`config.mk`:
```
export PLATFORM = sky130hd
export DESIGN_NAME = cfu_popcount_initiator
export DESIGN_NICKNAME = d
export VERILOG_FILES = /design/src/rtl/cfu_popcount_initiator.sv
export SDC_FILE = /design/constraint.sdc
export NUM_CORES = 1
export LEC_CHECK = 0
export BUFFER_PORTS_ARGS = -buffer_cell sky130_fd_sc_hd__buf_4
export CAP_MARGIN = 20
export CORE_MARGIN = 5
export CORE_UTILIZATION = 50
export DETAILED_ROUTE_END_ITERATION = 7
export HOLD_SLACK_MARGIN = 0.1
export PLACE_DENSITY = 0.86
export RECOVER_POWER = 25
export SYNTH_ARGS = -nofsm -noshare
export SYNTH_HDL_FRONTEND = slang
export SYNTH_SLANG_ARGS = --single-unit
```
`constraint.sdc`:
```
create_clock -name clock -period 3 [get_ports clock]
set_input_delay 0 -clock clock [delete_from_list [all_inputs] [get_ports clock]]
set_output_delay 0 -clock clock [all_outputs]
set_load 0.05 [all_outputs]
```
`src/rtl/cfu_popcount_initiator.sv`:
```
// ----------------------------------------------------------------------------
// cfu_popcount_initiator
//   Requester-side engine for a valid/ready level-1 CFU implementing
//   Popcount32. A host command supplies a word count; the engine pulls that
//   many words from a source stream, sends each one to the CFU as a single
//   request, and accumulates the returned counts into a running total.
//   Only one CFU request is ever outstanding.
//
// Ports
//   clock, reset        rising-edge clock, synchronous active-high reset
//   start, len          host command strobe and word count (IDLE only)
//   busy, done, err     status: busy outside IDLE, 1-cycle done, sticky err
//   total               accumulated popcount (modulo 2^TOTAL_W)
//   src_*               source stream (valid/ready/data)
//   req_*               CFU request channel (valid/ready/function id/data)
//   resp_*              CFU response channel (valid/ready/data)
// ----------------------------------------------------------------------------
module cfu_popcount_initiator #(
  parameter int CFU_FUNCTION_ID_W = 1,
  parameter int CFU_REQ_DATA_W    = 32,
  parameter int CFU_RESP_DATA_W   = 32,
  parameter int FUNC_ID           = 0,
  parameter int LEN_W             = 16,
  parameter int TOTAL_W           = 22,
  parameter int TIMEOUT           = 255
) (
  input  logic                                   clock,
  input  logic                                   reset,
  input  logic                                   start,
  input  logic [LEN_W-1:0]                       len,
  output logic                                   busy,
  output logic                                   done,
  output logic                                   err,
  output logic [TOTAL_W-1:0]                     total,
  input  logic                                   src_valid,
  output logic                                   src_ready,
  input  logic [CFU_REQ_DATA_W-1:0]              src_data,
  output logic                                   req_valid,
  input  logic                                   req_ready,
  output logic [CFU_FUNCTION_ID_W-1:0]           req_function_id,
  output logic [0:0][CFU_REQ_DATA_W-1:0]         req_data,
  input  logic                                   resp_valid,
  output logic                                   resp_ready,
  input  logic [0:0][CFU_RESP_DATA_W-1:0]        resp_data
);

  // TIMEOUT is bounded to 16 bits, so the wait counter is sized to match.
  localparam int TMO_W = 16;

  typedef enum logic [2:0] {
    S_IDLE,
    S_FETCH,
    S_REQ,
    S_RESP,
    S_DONE
  } state_e;

  state_e                     state_q, state_d;
  logic [LEN_W-1:0]           cnt_q, cnt_d;
  logic [TMO_W-1:0]           tmo_q, tmo_d;
  logic [TOTAL_W-1:0]         total_q, total_d;
  logic                       err_q, err_d;
  logic [CFU_REQ_DATA_W-1:0]  data_q, data_d;
  logic                       busy_q, done_q, src_ready_q, req_valid_q, resp_ready_q;

  // Next-state and datapath. Handshakes are qualified by the state alone
  // because the ready/valid outputs are exactly registered state decodes.
  always_comb begin
    state_d = state_q;
    cnt_d   = cnt_q;
    tmo_d   = tmo_q;
    total_d = total_q;
    err_d   = err_q;
    data_d  = data_q;
    case (state_q)
      S_IDLE: begin
        if (start) begin
          total_d = '0;
          err_d   = 1'b0;
          if (len != '0) begin
            cnt_d   = len;
            state_d = S_FETCH;
          end else begin
            state_d = S_DONE;
          end
        end
      end
      S_FETCH: begin
        if (src_valid) begin
          data_d  = src_data;
          state_d = S_REQ;
        end
      end
      S_REQ: begin
        if (req_ready) begin
          tmo_d   = '0;
          state_d = S_RESP;
        end
      end
      S_RESP: begin
        // A response in the final allowed wait cycle still wins over abort.
        if (resp_valid) begin
          total_d = total_q + TOTAL_W'(resp_data[0]);
          cnt_d   = cnt_q - LEN_W'(1);
          state_d = (cnt_q == LEN_W'(1)) ? S_DONE : S_FETCH;
        end else if (tmo_q == TMO_W'(TIMEOUT - 1)) begin
          err_d   = 1'b1;
          state_d = S_DONE;
        end else begin
          tmo_d = tmo_q + TMO_W'(1);
        end
      end
      S_DONE:  state_d = S_IDLE;
      default: state_d = S_IDLE;
    endcase
  end

  // Status and handshake outputs are registered from the next state so they
  // line up with the state they describe.
  always_ff @(posedge clock) begin
    if (reset) begin
      state_q      <= S_IDLE;
      cnt_q        <= '0;
      tmo_q        <= '0;
      total_q      <= '0;
      err_q        <= 1'b0;
      data_q       <= '0;
      busy_q       <= 1'b0;
      done_q       <= 1'b0;
      src_ready_q  <= 1'b0;
      req_valid_q  <= 1'b0;
      resp_ready_q <= 1'b0;
    end else begin
      state_q      <= state_d;
      cnt_q        <= cnt_d;
      tmo_q        <= tmo_d;
      total_q      <= total_d;
      err_q        <= err_d;
      data_q       <= data_d;
      busy_q       <= (state_d != S_IDLE);
      done_q       <= (state_d == S_DONE);
      src_ready_q  <= (state_d == S_FETCH);
      req_valid_q  <= (state_d == S_REQ);
      resp_ready_q <= (state_d == S_RESP);
    end
  end

  assign busy            = busy_q;
  assign done            = done_q;
  assign err             = err_q;
  assign total           = total_q;
  assign src_ready       = src_ready_q;
  assign req_valid       = req_valid_q;
  assign resp_ready      = resp_ready_q;
  assign req_data[0]     = data_q;
  assign req_function_id = CFU_FUNCTION_ID_W'(FUNC_ID);

endmodule

```
---- Word level (Yosys, flattened, before mapping) ----
Cells that the tools add are included.
W data, S select, Z words.
cells by class
  add/sub/neg operators ................... 3
  multipliers ............................. 0
  div/mod/pow operators ................... 0
  order comparisons ....................... 0
  eq/ne operators ......................... 16
  shift-type cells ........................ 0
  mux-type cells .......................... 23
  bitwise gates (word level) .............. 0
  reduce and logical (&&, ||, !) cells .... 10
operators with widths
  kind                     count
  $mux W16                 6
  $pmux W16 S2             2
  $mux W22                 2
  $pmux W22 S2             1
  $add A22 B22 Y22         1
  $mux W3                  7
  $add A16 B1 Y16 const B  1
  $eq A16 B1 Y1 const B    1
  $eq A16 B8 Y1 const B    1
  $reduce_bool A16 Y1      1
  $sub A16 B1 Y16 const B  1
  $ne A2 B2 Y1 const B     7
  $eq A3 B2 Y1 const B     4
  $pmux W3 S4              1
  $reduce_and A4 Y1        3
  $eq A3 B1 Y1 const B     2
  $reduce_bool A2 Y1       2
  $eq A3 B3 Y1 const B     1
  $logic_not A3 Y1         1
  $mux W1                  3
  $reduce_and A3 Y1        1
  $reduce_bool A3 Y1       1
  $pmux W1 S2              1
  $reduce_and A2 Y1        1
storage, ports and cells
  bits in registers ....................... 95
  bits in latches ......................... 0
  RAM bits ................................ 0
  bits in read-only memories .............. 0
  bits of input ports ..................... 86
  memories ................................ 0

---- Longest topological paths before layout ----
Gate-level depths: netlist of run 1.
  depth in word-level cells ............... 5
  mapped depth ............................ 10
  depth with buffers taken out ............ 10

---- Worst setup path before layout of run 1 ----
No wires, ideal clock.
  path kind ............................... reg-to-reg
  from .................................... register total_q[0] (netlist: total[0])
  to ...................................... register total_q[12] (netlist: total[12])
  arrival time ............................ 2.533 ns
  data required time ...................... 2.883 ns
  path slack .............................. 0.350 ns
  stages on the path, launching flop included .. 11
  path buffers ............................ 0
  period minus slack after synthesis ...... 2.650 ns
  cell sequence ........................... dfxtp_1 -> ha_1 -> inv_1 -> fa_1 -> nand2b_1 -> a21oi_1 -> a31oi_4 -> o21ai_2 -> a31oi_1 -> xnor2_1 -> a22o_1
on the way
  longest elaborated chain between the ends .. 3
RTL lines
  item                    RTL line  text
  start, declared         61        logic [TOTAL_W-1:0] total_q, total_d;
  start signal, assigned  137       total_q <= total_d;
  $add A22 B22 Y22        103       total_d = total_q + TOTAL_W'(resp_data[0]);
  $mux W22                102       if (resp_valid) begin
  $pmux W22 S2            75        case (state_q)
No other way between the ends. The select of a mux whose other input is x is not followed.
A chain may end at the register's enable or synchronous reset.

---- Worst setup path after layout of run 1 ----
Same ends and word-level chain as after synthesis.

==> impl_metrics.csv, run 1 <==
group,metric,value,unit
outcome,status,"complete, no violations",
placement,gp_congestion,0.879,
routing,drtPass1Iterations,6,
global_routing,grt_pass1_vias,5373,
logic_synthesis,syn-instance-count,619,
timing,max_freq,397,MHz
logic_synthesis,ys_seq_area_frac,0.377,
global_routing,grt_pass1_wl,24700,microns
logic_synthesis,synth_cell_type_count,62,
global_routing,track_usage,0.237,
final_layout,seq_area,1900,sq um
clock_tree,clk_path_buf_depth,2,
logic_synthesis,ys.flop_type,"dfxtp_1",
final_layout,nNetsFinal,903,
routing,routed_wl,14900,microns
worst_setup_path,crit_chain,"ha_1, inv_1, fa_1, nand2b_1, a21oi_1, a31oi_4, o21ai_2, a31oi_1, xnor2_1, a22o_1",
clock_tree,clkLatencyLatePin,0.37,ns
timing,setup_viol,0,
floorplanning,core_area,9820,sq um
worst_setup_path,cp_top_family,"compound AO/OA/AOI/OAI gates",
clock_tree,cts_tree,"built",
final_layout,drive_gt1_frac,0.165,
logic_synthesis,avgSynthCellArea,8.14,sq um
worst_setup_path,cpPeakStageDelay,0.37,ns
floorplanning,ios,147,
run,cap_violations,0,
timing,slew_headroom,0.454,
logic_synthesis,syn_nets,731,
worst_setup_path,crit_path_start_kind,"flop",
floorplanning,initial_core_util,0.513,
placement,port-buffer-count,135,
clock_tree,clkTransAtPathRegs,0.09,ns
worst_setup_path,slowest_stage,"dfxtp_1",
power,p_leak,2.79,nW
logic_synthesis,synthTopCellsByCount,"nand2_1, dfxtp_1, a21oi_1, nor2_1, ha_1",
floorplanning,die_h,110,microns
timing,layout_setup_ws,0.481,ns
timing,layout_min_cycle_time,2.52,ns
final_layout,n_antenna_cell,0,
power,power_density,420,nW/um^2
timing,final.period_utilization,0.840,
clock_tree,cts_resized,0,
floorplanning,rows,36,
routing,routedWlPerCell,16.0,microns
routing,drc,0,
timing,fin_setup_tns,0,ns
global_routing,antenna_found_initial,0,
logic_synthesis,synth.most_common_cell,"nand2_1",
final_layout,areaGrowthSynthToFinish,33.0,%
placement,preCtsSetupSlack,0.486,ns
timing,tightest_slew,0.816,ns
floorplanning,dieArea,12200,sq um
logic_synthesis,ys_seq_elements,95,
worst_setup_path,cp.required,3.26,ns
logic_synthesis,yosys.area.top_type,"dfxtp_1",
clock_tree,cts_buffers,9,
routing,drtIter0Drc,469,
worst_setup_path,path_max_fanout,3,
clock_tree,cts_root_buf,"clkbuf_8",
timing,final-hold-violation-count,0,
global_routing,globalRouteOverflowTotal,0,
power,vdd.ir_drop.worst,0.286,mV
clock_tree,h-tree-depth,3,
routing,vias,5238,
worst_setup_path,crit_type,"flop to flop",
placement,post-dp-hpwl,9950,microns
routing,vias_per_cell,5.64,
timing,rsz0062_at_grt,"no",
floorplanning,die_w,110,microns
worst_setup_path,path_buf_inv,1,
final_layout,multi_input_area,2960,sq um
worst_hold_path,min-delay-path-class,"primary input to flop",
routing,ant_nets,0,
logic_synthesis,synth-edff-count,0,
worst_setup_path,worstSetupEndpointType,"flop",
logic_synthesis,synthDominantCellAreaShare,0.377,
logic_synthesis,synthTopCellsByArea,"dfxtp_1, nand2_1, a21oi_1",
timing,maxSlewViolCount,0,
clock_tree,cts_sinks,95,
timing,fin_worst_skew,0.00568,ns
worst_setup_path,crit_arrival,2.78,ns
global_routing,grt_max_degree,66,
logic_synthesis,yosysWarnings,0,
logic_synthesis,synthArstFlopShare,0,
logic_synthesis,syn_area,5040,sq um
clock_tree,holdBufCountCts,52,
final_layout,fillers,821,
clock_tree,cts_setup_buffers,0,
==> registers in the layout, summed over array words and instances, names as in the netlist <==
name	count
total	22
tmo_q	16
state_q	3
busy	1
cnt_q	16
req_valid	1
src_ready	1
err	1
req_data	32
done	1
resp_ready	1
==> through the flow <==
step | cell area, sq um | hold slack (ns) | util | power (mW) | std cells
3_3_place_gp | 6090 | 0.247 | 0.620 | 1.91 | 859
2_1_floorplan | 5040 | 0.136 | - | 1.74 | 619
5_1_grt | 6710 | 0.141 | 0.683 | 2.95 | 928
6_report | 6710 | 0.137 | 0.683 | 2.82 | 928
4_1_cts | 6810 | 0.131 | 0.693 | 2.83 | 926
3_5_place_dp | 6090 | 0.257 | 0.620 | 1.92 | 859
==> where the power goes <==
| part | switching [mW] | internal, mW |
|---|---|---|
| combinational | 0.359 | 0.245 |
| sequential | 0.0435 | 1.31 |
| clock | 0.451 | 0.409 |
| total | 0.854 | 1.96 |
==> logic make-up after synthesis <==
family	count (synthesis)	synth area share
simple gates	254	0.238
xor+xnor	35	0.0608
other cells	1	0.000744
flops	95	0.377
compound gates	167	0.217
fa+ha+maj	26	0.0660
mux	2	0.00397
buf+inv	39	0.0357
==> area by class of cell <==
class / count / share of cell area
multi-input combinational: 485 / 0.441
timing repair buffer: 191 / 0.216
inverter: 9 / 0.00504
clock buffer: 11 / 0.0211
tap: 133 / 0.0248
clock inverter: 4 / 0.00821
sequential: 95 / 0.284
==> worst register-to-register path: stages (launching register included) <==
cell and delay [ns]:
dfxtp_1 0.37, ha_1 0.18, inv_1 0.06, fa_1 0.37, nand2b_1 0.17, a21oi_1 0.35, a31oi_4 0.17, o21ai_2 0.26
a31oi_1 0.14, xnor2_1 0.14, a22o_1 0.20
==> metal layers <==
layer / vias up / wire length [microns] / GRT usage
li1: 2544 / - / -
met1: 2397 / 5910 / 0.266
met2: 234 / 7390 / 0.427
met3: 63 / 989 / 0.0498
met4: 0 / 586 / 0.106
met5: - / 0 / 0
==> final timing paths <==
check                      startpoint                       end  slack (ns)  depth (start not counted)
max             total[0]$_SDFFE_PP0P_    total[12]$_SDFFE_PP0P_        0.48                         10
min                     resp_data[20]    total[20]$_SDFFE_PP0P_        0.14                          4
max reg2reg     total[0]$_SDFFE_PP0P_    total[12]$_SDFFE_PP0P_        0.48                         10
min reg2reg  req_data[7]$_SDFFE_PP0P_  req_data[7]$_SDFFE_PP0P_        0.46                          2
==> placed cells by master (no fill, tap or decap), drive strengths merged, types with 7 or more instances in the layout <==
cell type,n
nand2,106
buf,101
dfxtp,95
a21oi,76
nor2,59
dlygate4sd3,52
clkbuf,49
ha,25
o21ai,23
xor2,21
a22o,15
nand3,14
xnor2,14
and3,13
nor3,12
a22oi,10
inv,10
nor4,9
a21o,9
nor2b,7
Note: power is estimated with default switching activity, not from simulation.
==> inputs of run 2 (changes only) <==
==> constraint.sdc (replaced) <==
create_clock -name clock -period 2.4 [get_ports clock]
set_input_delay 0 -clock clock [delete_from_list [all_inputs] [get_ports clock]]
set_output_delay 0 -clock clock [all_outputs]
set_load 0.05 [all_outputs]
==> impl_metrics.csv, run 2 (synthesized netlist as in run 1, its figures left out) <==
group,metric,value,unit
global_routing,grt_pass1_vias,5378,
worst_setup_path,path_max_fanout,5,
clock_tree,cts_root_buf,"clkbuf_8",
worst_setup_path,cpPeakStageDelay,0.35,ns
global_routing,track_usage,0.238,
timing,final-hold-violation-count,0,
run,cap_violations,0,
clock_tree,clkLatencyLatePin,0.36,ns
worst_setup_path,cp.required,2.65,ns
worst_setup_path,worstSetupEndpointType,"flop",
final_layout,nNetsFinal,919,
clock_tree,clk_path_buf_depth,2,
routing,ant_nets,0,
timing,tightest_slew,0.714,ns
floorplanning,initial_core_util,0.513,
floorplanning,rows,36,
global_routing,antenna_found_initial,3,
routing,vias,5333,
timing,fin_worst_skew,0.00891,ns
worst_setup_path,crit_arrival,2.54,ns
routing,vias_per_cell,5.62,
worst_setup_path,cp_top_family,"compound AO/OA/AOI/OAI gates",
timing,slew_headroom,0.522,
placement,port-buffer-count,135,
floorplanning,dieArea,12200,sq um
clock_tree,h-tree-depth,3,
worst_hold_path,min-delay-path-class,"primary input to flop",
timing,final.period_utilization,0.952,
floorplanning,die_h,110,microns
placement,post-dp-hpwl,10000,microns
timing,maxSlewViolCount,0,
final_layout,most-common-layout-cells,"buf_4, nand2_1, dfxtp_1",
worst_setup_path,slowest_stage,"ha_1",
placement,gp_congestion,0.863,
timing,fin_setup_tns,0,ns
global_routing,grt_pass1_wl,24700,microns
global_routing,globalRouteOverflowTotal,0,
worst_setup_path,crit_path_start_kind,"flop",
power,vdd.ir_drop.worst,0.241,mV
worst_setup_path,crit_type,"flop to flop",
worst_setup_path,path_buf_inv,0,
final_layout,largest_reg_flops,32,
final_layout,mostFrequentLayoutCell,"buf_4",
outcome,status,"complete, no violations",
final_layout,drive_gt1_frac,0.193,
routing,routed_wl,15000,microns
timing,layout_min_cycle_time,2.29,ns
clock_tree,clkTransAtPathRegs,0.09,ns
clock_tree,cts_sinks,95,
routing,routedWlPerCell,15.8,microns
routing,drc,0,
timing,setup_viol,0,
global_routing,grt_max_degree,36,
floorplanning,core_area,9820,sq um
routing,drtIter0Drc,395,
timing,layout_setup_ws,0.115,ns
routing,drtPass1Iterations,5,
worst_setup_path,crit_chain,"ha_1, and3_4, a221o_1, a31oi_4, o21ai_4, a211oi_2, xnor2_1, a22o_1",
timing,max_freq,438,MHz
final_layout,areaGrowthSynthToFinish,36.9,%
power,p_leak,2.88,nW
floorplanning,ios,147,
clock_tree,cts_buffers,9,
power,power_density,507,nW/um^2
placement,preCtsSetupSlack,0.0335,ns
floorplanning,die_w,110,microns
clock_tree,cts_tree,"built",
timing,hold_ws,0.118,ns
-- run 2: metal layers --
metal | part of all wire | GRT usage | vias to the layer above | wire (microns)
met5 | 0 | 0 | - | 0
met2 | 0.52 | 0.429 | 211 | 7740
met3 | 0.048 | 0.0323 | 53 | 718
li1 | - | - | 2581 | -
met4 | 0.038 | 0.126 | 0 | 569
met1 | 0.40 | 0.270 | 2488 | 5980
-- run 2: worst min-delay path, cell delays in order --
cell	delay (ns)
buf_4	0.08
ha_1	0.14
xnor2_1	0.12
a22o_1	0.11
-- run 2: path summary, 6_finish.rpt --
path | from | end | slack, ns | cells after the start
setup / recovery | total[5]$_SDFFE_PP0P_ | total[14]$_SDFFE_PP0P_ | 0.11 | 8
hold / removal | resp_data[20] | total[20]$_SDFFE_PP0P_ | 0.12 | 4
hold reg to reg | req_data[15]$_SDFFE_PP0P_ | req_data[15]$_SDFFE_PP0P_ | 0.46 | 2
setup reg to reg | total[5]$_SDFFE_PP0P_ | total[14]$_SDFFE_PP0P_ | 0.11 | 8
-- run 2: report_power, final --
group | switching, mW | leakage [nW] | internal (mW)
clock network | 0.550 | 0.0896 | 0.483
registers | 0.0562 | 0.774 | 1.63
logic | 0.451 | 2.02 | 0.321
-- run 2: layout make-up --
cell class	instances	area [sq um]
Antenna cell	4	10.0
Inverter	9	33.8
Fill cell	810	2920
Sequential cell	95	1910
Timing Repair Buffer	207	1560
Multi-Input combinational cell	485	3030
Clock buffer	11	131
Tap cell	133	166
Clock inverter	5	58.8
-- run 2: repair_timing --
item / CTS / global route
endpoints found under the setup margin: 0 / 7
hold buffers: 55 / 0
hold endpoints to repair: 61 / 0
setup buffers: 0 / 3
resized for setup: 0 / 10
-- run 2: metrics by stage --
| stage | power (mW) | area [sq um] | cells | util |
|---|---|---|---|---|
| floorplan | 2.17 | 5050 | 619 | - |
| global placement | 2.40 | 6200 | 870 | 0.631 |
| detailed placement | 2.42 | 6200 | 870 | 0.631 |
| CTS | 3.52 | 6940 | 941 | 0.706 |
| global route | 3.66 | 6900 | 948 | 0.702 |
| finish | 3.50 | 6900 | 949 | 0.703 |
==> inputs of run 3 (changes only) <==
--- a/config.mk
+++ b/config.mk
@@ -7,6 +7,7 @@
 export LEC_CHECK = 0
 export BUFFER_PORTS_ARGS = -buffer_cell sky130_fd_sc_hd__buf_4
 export CAP_MARGIN = 20
+export CORE_ASPECT_RATIO = 0.9
 export CORE_MARGIN = 5
 export CORE_UTILIZATION = 50
 export DETAILED_ROUTE_END_ITERATION = 7
==> impl_metrics.csv, run 3 (synthesized netlist as in run 1, its figures left out) <==
group,metric,value,unit
power,p_total,3.50,mW
global_routing,antenna_found_initial,0,
worst_setup_path,crit_chain,"dlygate4sd3_1, buf_4, nor4_1, and4_2, nand2b_1, nand2_1, buf_4, nand2_1, a21oi_1, nor2_1, dlygate4sd3_1",
timing,tightest_slew,0.651,ns
placement,post-dp-hpwl,10300,microns
placement,port-buffer-count,135,
global_routing,grt_pass1_vias,5391,
floorplanning,dieArea,12200,sq um
run,cap_violations,0,
final_layout,drive_gt1_frac,0.201,
worst_hold_path,min-delay-path-class,"primary input to flop",
global_routing,globalRouteOverflowTotal,0,
power,p_leak,2.90,nW
timing,final.period_utilization,0.990,
worst_setup_path,cpPeakStageDelay,0.57,ns
routing,wl_met2,7590,microns
timing,final-hold-violation-count,0,
floorplanning,die_w,116,microns
timing,slew_headroom,0.568,
final_layout,nNetsFinal,921,
timing,max_freq,421,MHz
routing,drt-met1-wl,6170,microns
worst_hold_path,hold-path-cell-count,4,
final_layout,mostFrequentLayoutCell,"buf_4",
routing,drtIter0Drc,398,
worst_setup_path,path_max_fanout,16,
final_layout,largest_reg_flops,32,
clock_tree,h-tree-depth,3,
routing,ant_nets,0,
power,vdd.ir_drop.worst,0.264,mV
worst_setup_path,crit_arrival,2.68,ns
final_layout,fillers,740,
timing,layout_min_cycle_time,2.38,ns
clock_tree,cts_tree,"built",
clock_tree,clk_path_buf_depth,2,
floorplanning,ios,147,
final_layout,n_antenna_cell,0,
worst_setup_path,worstSetupEndpointType,"flop",
timing,setup_viol,0,
routing,vias,5330,
worst_setup_path,r2r.worst_path.cells,10,
clock_tree,cts_buffers,9,
final_layout,final_core_util,0.706,
floorplanning,core_area,9740,sq um
floorplanning,initial_core_util,0.517,
timing,maxSlewViolCount,0,
final_layout,areaGrowthSynthToFinish,36.5,%
final_layout,final_cells,940,
routing,vias_per_cell,5.67,
global_routing,track_usage,0.238,
clock_tree,cts_sinks,95,
worst_setup_path,slowest_stage,"dlygate4sd3_1",
routing,highest_layer,"met4",
global_routing,grt_max_degree,34,
routing,drtPass1Iterations,5,
floorplanning,rows,34,
clock_tree,cts_root_buf,"clkbuf_8",
final_layout,most-common-layout-cells,"buf_4, nand2_1, dfxtp_1",
final_layout,multi_input_area,3020,sq um
timing,fin_worst_skew,0.0131,ns
power,power_density,509,nW/um^2
timing,hold_ws,0.121,ns
final_layout,seq_area,1910,sq um
routing,met3WireLength,904,microns
outcome,status,"complete, no violations",
clock_tree,clkTransAtPathRegs,0.10,ns
routing,routedWlPerCell,16.1,microns
routing,drc,0,
global_routing,grt_pass1_wl,24300,microns
worst_setup_path,crit_type,"primary input to flop",
routing,routed_wl,15100,microns
floorplanning,die_h,105,microns
placement,gp_congestion,0.877,
worst_setup_path,cp.required,2.70,ns
clock_tree,clkLatencyLatePin,0.36,ns
worst_setup_path,crit_path_start_kind,"primary input",
placement,dp.cells,866,
## run 3: power by group
group | switching, mW | total (mW) | internal [mW] | leakage, nW
clock | 0.611 | 1.01 | 0.401 | 0.0949
sequential | 0.0595 | 1.70 | 1.64 | 0.775
combinational | 0.460 | 0.794 | 0.334 | 2.03
total | 1.13 | 3.50 | 2.37 | 2.90
## run 3: through the flow
| step | TNS, ns | setup WS [ns] | cell area [sq um] |
|---|---|---|---|
| floorplan | 0 | 0.0250 | 5050 |
| global placement | 0 | 0.142 | 6200 |
| detailed placement | 0 | 0.0329 | 6200 |
| CTS | 0 | 0.0133 | 6950 |
| global route | -0.208 | -0.135 | 6880 |
| finish | 0 | 0.0247 | 6880 |
## run 3: critical path, delay by kind of cell
| family | cells | cell delay [ns] |
|---|---|---|
| AO/OA/AOI/OAI | 1 | 0.06 |
| buffers and inverters | 4 | 1.47 |
| AND/OR/NAND/NOR | 6 | 1.16 |
## run 3: path summary, 6_finish.rpt
kind                                   from                         to  slack, ns
hold reg to reg   req_data[23]$_SDFFE_PP0P_  req_data[23]$_SDFFE_PP0P_       0.47
setup / recovery                     len[4]      cnt_q[9]$_SDFFE_PP0P_       0.02
hold / removal                        start           err$_SDFFE_PP0P_       0.12
setup reg to reg      total[0]$_SDFFE_PP0P_     total[18]$_SDFFE_PP0P_       0.09
## run 3: cell type report
type / count / area share
Clock inverter: 7 / 0.00964
Timing Repair Buffer: 209 / 0.228
Tap cell: 126 / 0.0229
Inverter: 9 / 0.00491
Clock buffer: 9 / 0.0180
Sequential cell: 95 / 0.278
Multi-Input combinational cell: 485 / 0.439
## run 3: repair_timing
action | in CTS | in global routing
hold buffers | 56 | 0
gates resized for setup | 0 | 14
setup buffers | 0 | 2
endpoints found under the setup margin | 0 | 8
endpoints found under the hold margin | 60 | 0
## run 3: metal layers
layer / vias up / global-route usage
li1: 2587 / -
met2: 222 / 0.424
met5: - / 0
met3: 51 / 0.0458
met4: 0 / 0.102
met1: 2470 / 0.275
